### src/rtl/storage_cmdq_pkg.sv
// Shared hd_parameter definitions for the storage command queue: default sizes and entry-state encodings.
package storage_cmdq_pkg;
  localparam int CMD_DATA_WIDTH_DEF = 64;
  localparam int MAX_CMDQ_DEPTH_DEF = 32;

  typedef enum logic [1:0] {
    ST_FREE    = 2'd0,
    ST_PENDING = 2'd1,
    ST_ISSUED  = 2'd2,
    ST_DONE    = 2'd3
  } entry_state_e;
endpackage

### src/rtl/storage_cmdq_mem.sv
// Command data array: one synchronous write port, one asynchronous read port, no reset.
module storageq_mem #(
  parameter  int W     = 64,
  parameter  int DEPTH = 32,
  localparam int AW    = $clog2(DEPTH)
) (
  input  logic          i_clk,
  input  logic          i_we,
  input  logic [AW-1:0] i_waddr,
  input  logic [W-1:0]  i_wdata,
  input  logic [AW-1:0] i_raddr,
  output logic [W-1:0]  o_rdata
);
  logic [W-1:0] r_mem [DEPTH];

  always_ff @(posedge i_clk)
    if (i_we) r_mem[i_waddr] <= i_wdata;

  assign o_rdata = r_mem[i_raddr];
endmodule

### src/rtl/storage_cmdq.sv
// Storage command queue: in-order enqueue/issue, out-of-order completion, in-order retire.
// Optional sticky protocol error flag enabled by defining SQ_ERR_STICKY_EN.
module storage_cmdq import storage_cmdq_pkg::*; #(
  parameter  int CMD_DATA_WIDTH = CMD_DATA_WIDTH_DEF,
  parameter  int MAX_CMDQ_DEPTH = MAX_CMDQ_DEPTH_DEF,
  localparam int IW             = $clog2(MAX_CMDQ_DEPTH)
) (
  input  logic                      clock_fpga,
  input  logic                      reset_n,
  input  logic                      sq_select,
  input  logic [CMD_DATA_WIDTH-1:0] cmd_in,
  output logic                      sq_ready,
  output logic                      issue_valid,
  output logic [CMD_DATA_WIDTH-1:0] issue_cmd,
  input  logic                      issue_ready,
  input  logic                      done_valid,
  input  logic [IW-1:0]             done_index,
  output logic                      status_update_enable,
  output logic [7:0]                cmdq_index,
  output logic [IW:0]               count,
  input  logic                      err_clear,
  output logic                      sq_err
);
  entry_state_e  r_state [MAX_CMDQ_DEPTH];
  logic [IW-1:0] r_tail, r_cur, r_head;
  logic [IW:0]   r_count;
  logic          r_sue;
  logic [7:0]    r_idx;

  logic w_full, w_enq, w_iss, w_done, w_ret;

  assign w_full      = (r_count == (IW+1)'(MAX_CMDQ_DEPTH));
  assign sq_ready    = !w_full;
  assign w_enq       = sq_select && !w_full;
  assign issue_valid = (r_state[r_cur] == ST_PENDING);
  assign w_iss       = issue_valid && issue_ready;
  // Judged on the pre-edge state, so an entry issued this cycle cannot complete this cycle.
  assign w_done      = done_valid && (r_state[done_index] == ST_ISSUED);
  assign w_ret       = (r_state[r_head] == ST_DONE);

  storageq_mem #(.W(CMD_DATA_WIDTH), .DEPTH(MAX_CMDQ_DEPTH)) u_mem (
    .i_clk  (clock_fpga),
    .i_we   (w_enq),
    .i_waddr(r_tail),
    .i_wdata(cmd_in),
    .i_raddr(r_cur),
    .o_rdata(issue_cmd)
  );

  // Each event acts on an entry in a different state, so the per-entry writes never collide.
  always_ff @(posedge clock_fpga or negedge reset_n) begin
    if (!reset_n) begin
      for (int i = 0; i < MAX_CMDQ_DEPTH; i++) r_state[i] <= ST_FREE;
      r_tail  <= '0;
      r_cur   <= '0;
      r_head  <= '0;
      r_count <= '0;
      r_sue   <= 1'b0;
      r_idx   <= 8'd0;
    end else begin
      if (w_enq) begin
        r_state[r_tail] <= ST_PENDING;
        r_tail          <= r_tail + 1'b1;
      end
      if (w_iss) begin
        r_state[r_cur] <= ST_ISSUED;
        r_cur          <= r_cur + 1'b1;
      end
      if (w_done) r_state[done_index] <= ST_DONE;
      r_sue <= w_ret;
      if (w_ret) begin
        r_state[r_head] <= ST_FREE;
        r_head          <= r_head + 1'b1;
        r_idx           <= {{(8-IW){1'b0}}, r_head};
      end
      case ({w_enq, w_ret})
        2'b10:   r_count <= r_count + 1'b1;
        2'b01:   r_count <= r_count - 1'b1;
        default: r_count <= r_count;
      endcase
    end
  end

  assign status_update_enable = r_sue;
  assign cmdq_index           = r_idx;
  assign count                = r_count;

`ifdef SQ_ERR_STICKY_EN
  logic r_err;
  logic w_err_set;
  assign w_err_set = (sq_select && w_full) || (done_valid && !w_done);

  always_ff @(posedge clock_fpga or negedge reset_n) begin
    if (!reset_n)       r_err <= 1'b0;
    else if (w_err_set) r_err <= 1'b1;
    else if (err_clear) r_err <= 1'b0;
  end
  assign sq_err = r_err;
`else
  logic w_unused_err_clear;
  assign w_unused_err_clear = err_clear;
  assign sq_err             = 1'b0;
`endif
endmodule

### config.mk
export PLATFORM = sky130hd
export DESIGN_NAME = storage_cmdq
export DESIGN_NICKNAME = d
export VERILOG_FILES = /design/src/rtl/storage_cmdq_pkg.sv /design/src/rtl/storage_cmdq_mem.sv /design/src/rtl/storage_cmdq.sv
export SDC_FILE = /design/constraint.sdc
export NUM_CORES = 2
export LEC_CHECK = 0
export ABC_AREA = 1
export CELL_PAD_IN_SITES_DETAIL_PLACEMENT = 0
export CELL_PAD_IN_SITES_GLOBAL_PLACEMENT = 1
export CORE_ASPECT_RATIO = 0.8
export CORE_MARGIN = 4
export CORE_UTILIZATION = 25
export CTS_CLUSTER_DIAMETER = 150
export DETAILED_ROUTE_END_ITERATION = 6
export GPL_TIMING_DRIVEN = 1
export PLACE_DENSITY_LB_ADDON = 0.1
export SLEW_MARGIN = 10
export SYNTH_ARGS = -nofsm -noshare
export SYNTH_HDL_FRONTEND = slang
export SYNTH_SLANG_ARGS = --single-unit
### constraint.sdc
create_clock -name clock_fpga -period 4.4 [get_ports clock_fpga]
set_input_delay 1.1 -clock clock_fpga [delete_from_list [all_inputs] [get_ports clock_fpga]]
set_output_delay 1.1 -clock clock_fpga [all_outputs]
set_load 0.05 [all_outputs]
==> results by group <==
Outcome
  – Result of the run: finished with violations
  – Failing checks: negative setup slack

Floorplan
  – Die boundary height: ~530 µm
  – Die outline area: approximately 0.35 mm²
  – Cell row count: around 190
  – Die width: 663.1 µm
  – Total I/O pin count: approximately 160
  – Core area: around 0.34 mm²
  – Starting density of the core: 0.2511

Routing
  – Average vias per placed instance: 4.860
  – DRT Pass-1 Iters: 5
  – DRT iter0 DRCs: between 5000 and 6000
  – Sum of routed wire length over all layers: ~340000 µm
  – Routed wire per std cell: 28.71 µm
  – Count of unresolved DRC violations after routing: 0
  – Vias after detailed routing: between 50000 and 60000
  – DRT antenna net count: 0

Global route
  – Total Routing Usage GR: 0.1819
  – Overflow left after global routing: 0
  – Number of antenna violations at the first check in global routing: 29
  – Maximum number of pins on one net before global-route repair: about 130
  – Via count of the first global-routing pass: around 56000
  – First-pass GRT wire length: around 460000 µm

Placement
  – Final estimated routing congestion in global placement: slightly below 0.8
  – Placed standard-cell area: around 0.096 mm²
  – DP HPWL: between 150000 and 200000 µm
  – DP Worst Slack: 0.3415 ns
  – Total of buffers placed on input and output ports: about 150
  – Total instance count after detailed placement: ~11000

Synthesis
  – Ys async rst share: 0.04254
  – Sequential element share of the synthesized area: 0.7431
  – Predominant post-synthesis flop cell: sky130_fd_sc_hd__edfxtp_1
  – Number of synthesis warnings: 0
  – Post-synthesis cell type count: 36
  – Number of enable flip-flop cells after synthesis: 2048
  – Synth Instances: 6797
  – Flip-flop and latch count after synthesis: 2139
  – Post-synthesis instance area: around 0.086 mm²
  – Syn avg cell area: ~13 µm²

STA
  – Share of the clock period used by the worst path: 1.019
  – Count of endpoints failing hold in the final timing report: 0
  – Setup repair after global routing missed its margin: yes
  – Maximum clock skew at final layout: 0.06744 ns
  – Maximum clock rate: ~220 MHz
  – Max-slew headroom: 0.2102
  – Time the worst path needs with I/O delays and setup: around 4.5 ns
  – Worst-Margin Slew: approximately 1.2 ns
  – Final worst-path setup slack: -0.08540 ns
  – Final setup fails: 9
  – Final slew viol count: 0

Setup path
  – Sort of element at the start of the critical path: register
  – FF-to-FF setup slack: just over 0.8 ns
  – Critical Setup Path Class: reg -> out
  – Worst R2R Path Depth: 17
  – Data arrival time of the critical path: roughly 3.4 ns
  – Maximum fanout along the worst path: 56
  – Critical path capture point type: output port
  – Origin of the critical flop-to-flop path: r_head[4]
  – Reg2reg end: count[4]
  – Required time of the critical path: around 3.3 ns

Final layout
  – Number of nets in the final layout: 7228
  – Layout Cells excl Fill: 11900
  – Fraction of final layout cells with drive strength greater than 1: 0.1395
  – Storage cell area: between 0.06 and 0.07 mm²
  – Filler instances: ~34000
  – Multi-input gate area in the final layout: about 0.020 mm²
  – Post-route cell area: 0.1066 mm²
  – Most common cell after layout, fill and taps aside: sky130_fd_sc_hd__edfxtp_1
  – Commonest cells after routing, fill and taps aside: 2048 x sky130_fd_sc_hd__edfxtp_1, 1199 x sky130_fd_sc_hd__nor2_1, 899 x sky130_fd_sc_hd__o21ai_0
  – Layout overhead on the synthesized area: 24.20%

CTS
  – CTS tree: yes
  – Number of buffers on the longest clock path: 4
  – CTS Root Buffer Type: sky130_fd_sc_hd__clkbuf_16
  – CTS Buf Count: 240
  – Post-CTS Hold Fix Bufs: 0
  – Clock tree sinks: approximately 2100
  – Clock-pin slew reported for the worst setup and hold paths after clock tree synthesis: 0.06 ns
  – Worst-Skew Late Latency: slightly above 0.9 ns
  – Number of H-tree levels: 4

Pwr
  – Power spent charging and discharging nets: ~32000 µW
  – VDD IR max: about 0.53 mV
  – Total chip power: between 70000 and 80000 µW
  – Sw frac: 0.4022
  – Internal cell power: approximately 47000 µW
  – Sequential cell fraction of total power: 0.311
  – Relative contribution of the clock network to total power: 0.244
  – Leak pwr: approximately 0.035 µW
  – Part of the power in combinational logic: 0.445
  – Power density over the cells: 736.3 mW/mm²

Min path
  – Hold crit path type: in -> async

Job
  – Count of maximum capacitance violations: 0
cells by family (layout without fill, tap and decap cells):
| logic type | Yosys count | after routing | synth area share |
|---|---|---|---|
| AO/OA/AOI/OAI | 1839 | 1839 | 0.1222 |
| XOR/XNOR | 20 | 20 | 0.002041 |
| adder cells (fa/ha/maj) | 15 | 15 | 0.002187 |
| buffers and inverters | 663 | 1189 | 0.03078 |
| flip-flops | 2139 | 2139 | 0.7431 |
| other | 1 | 15 | 0.00004370 |
| AND/OR/NAND/NOR | 2120 | 2120 | 0.09958 |
final cells by class:
cell class              count  area share
multi-input cells        3998      0.1922
clock inverters           127    0.008581
flip-flops and latches   2139      0.5984
repair buffers            556     0.07990
clock buffers             303     0.05943
diodes                     11   0.0002582
inverters                 201    0.007383
repair inverters            2   0.0002582
well taps                4559     0.05352
through the flow:
stage / util / hold slack, ns / setup TNS, ns
after floorplan: - / 0.5244 / -370.80
after global placement: 0.2804 / 0.4781 / 0
after detailed placement: 0.2804 / 0.4846 / 0
after CTS: 0.3071 / 0.2520 / -5.348
after global routing: 0.3118 / 0.2811 / -3.917
final: 0.3118 / 0.2658 / -0.2963
worst max-delay path by stage:
stage,end,from,slack [ns],cells past startpoint
after CTS,issue_cmd[13],r_cur[0],-0.22,8
after global placement,issue_cmd[5],r_cur[1],0.31,10
final,issue_cmd[2],r_cur[1],-0.09,8
after global routing,issue_cmd[11],r_cur[1],-0.18,9
after detailed placement,issue_cmd[5],r_cur[1],0.34,10
after floorplan,u_mem.r_mem[11][0],count[1],-0.87,8
cells in the mapped netlist (7+ instances only):
library cell | number | area, µm²
sky130_fd_sc_hd__a21oi_1 | 42 | 210.2
sky130_fd_sc_hd__dfrtp_1 | 91 | 2277
sky130_fd_sc_hd__buf_1 | 28 | 105.1
sky130_fd_sc_hd__nand4_1 | 134 | 838.3
sky130_fd_sc_hd__nor3_1 | 12 | 60.06
sky130_fd_sc_hd__ha_1 | 15 | 187.7
sky130_fd_sc_hd__a22o_1 | 130 | 1139
sky130_fd_sc_hd__o211ai_1 | 19 | 142.6
sky130_fd_sc_hd__clkbuf_1 | 358 | 1344
sky130_fd_sc_hd__o21ai_1 | 8 | 40.04
sky130_fd_sc_hd__nor2_1 | 1284 | 4820
sky130_fd_sc_hd__nand3_1 | 49 | 245.2
sky130_fd_sc_hd__buf_2 | 63 | 315.3
sky130_fd_sc_hd__xor2_1 | 12 | 105.1
sky130_fd_sc_hd__edfxtp_1 | 2048 | 61500
sky130_fd_sc_hd__nor3_2 | 8 | 80.08
sky130_fd_sc_hd__o21ai_0 | 1098 | 5495
sky130_fd_sc_hd__o22ai_1 | 512 | 3203
sky130_fd_sc_hd__buf_4 | 7 | 52.55
sky130_fd_sc_hd__xnor2_1 | 8 | 70.07
sky130_fd_sc_hd__inv_1 | 190 | 713.2
sky130_fd_sc_hd__inv_2 | 9 | 33.78
sky130_fd_sc_hd__a221oi_1 | 29 | 254.0
sky130_fd_sc_hd__nand2_1 | 617 | 2316
worst max-delay path: stages, from the launching register on:
cell and delay, ns:
sky130_fd_sc_hd__dfrtp_4 0.54, sky130_fd_sc_hd__buf_4 0.28, sky130_fd_sc_hd__buf_12 0.25, sky130_fd_sc_hd__o21ai_1 0.17, sky130_fd_sc_hd__o22ai_2 0.10, sky130_fd_sc_hd__a22o_1 0.24, sky130_fd_sc_hd__nor2_2 0.13, sky130_fd_sc_hd__nand4_1 0.42
sky130_fd_sc_hd__buf_12 0.33
what timing repair did:
action | 4_1_cts | 5_1_grt
setup endpoints to repair | 65 | 64
setup buffers | 22 | 23
cloned | 30 | 35
pin swaps | 52 | 85
gates resized for setup | 217 | 318
registers in the layout, summed over array words and instances (netlist names):
name and flops:
cmdq_index 5, r_cur 5, r_tail 5, r_head 5
u_mem.r_mem 2048, status_update_enable 1, count 6, r_state 64
power by group through the flow:
| stage | Combinational (µW) | Clock, µW | Sequential [µW] |
|---|---|---|---|
| after floorplan | 15900 | 0 | 24700 |
| after global placement | 30500 | 0 | 24900 |
| after detailed placement | 30400 | 0 | 24900 |
| after CTS | 33400 | 19800 | 24400 |
| after global routing | 37400 | 20600 | 24500 |
| final | 35000 | 19100 | 24400 |
routing by layer:
metal	wire length, µm	vias up	track usage
li1	-	25850	-
met1	166700	30220	0.2703
met2	154500	1373	0.2868
met3	14570	372	0.02079
met4	5731	8	0.03328
met5	51	-	0
Power figures use the tool's default switching activity.
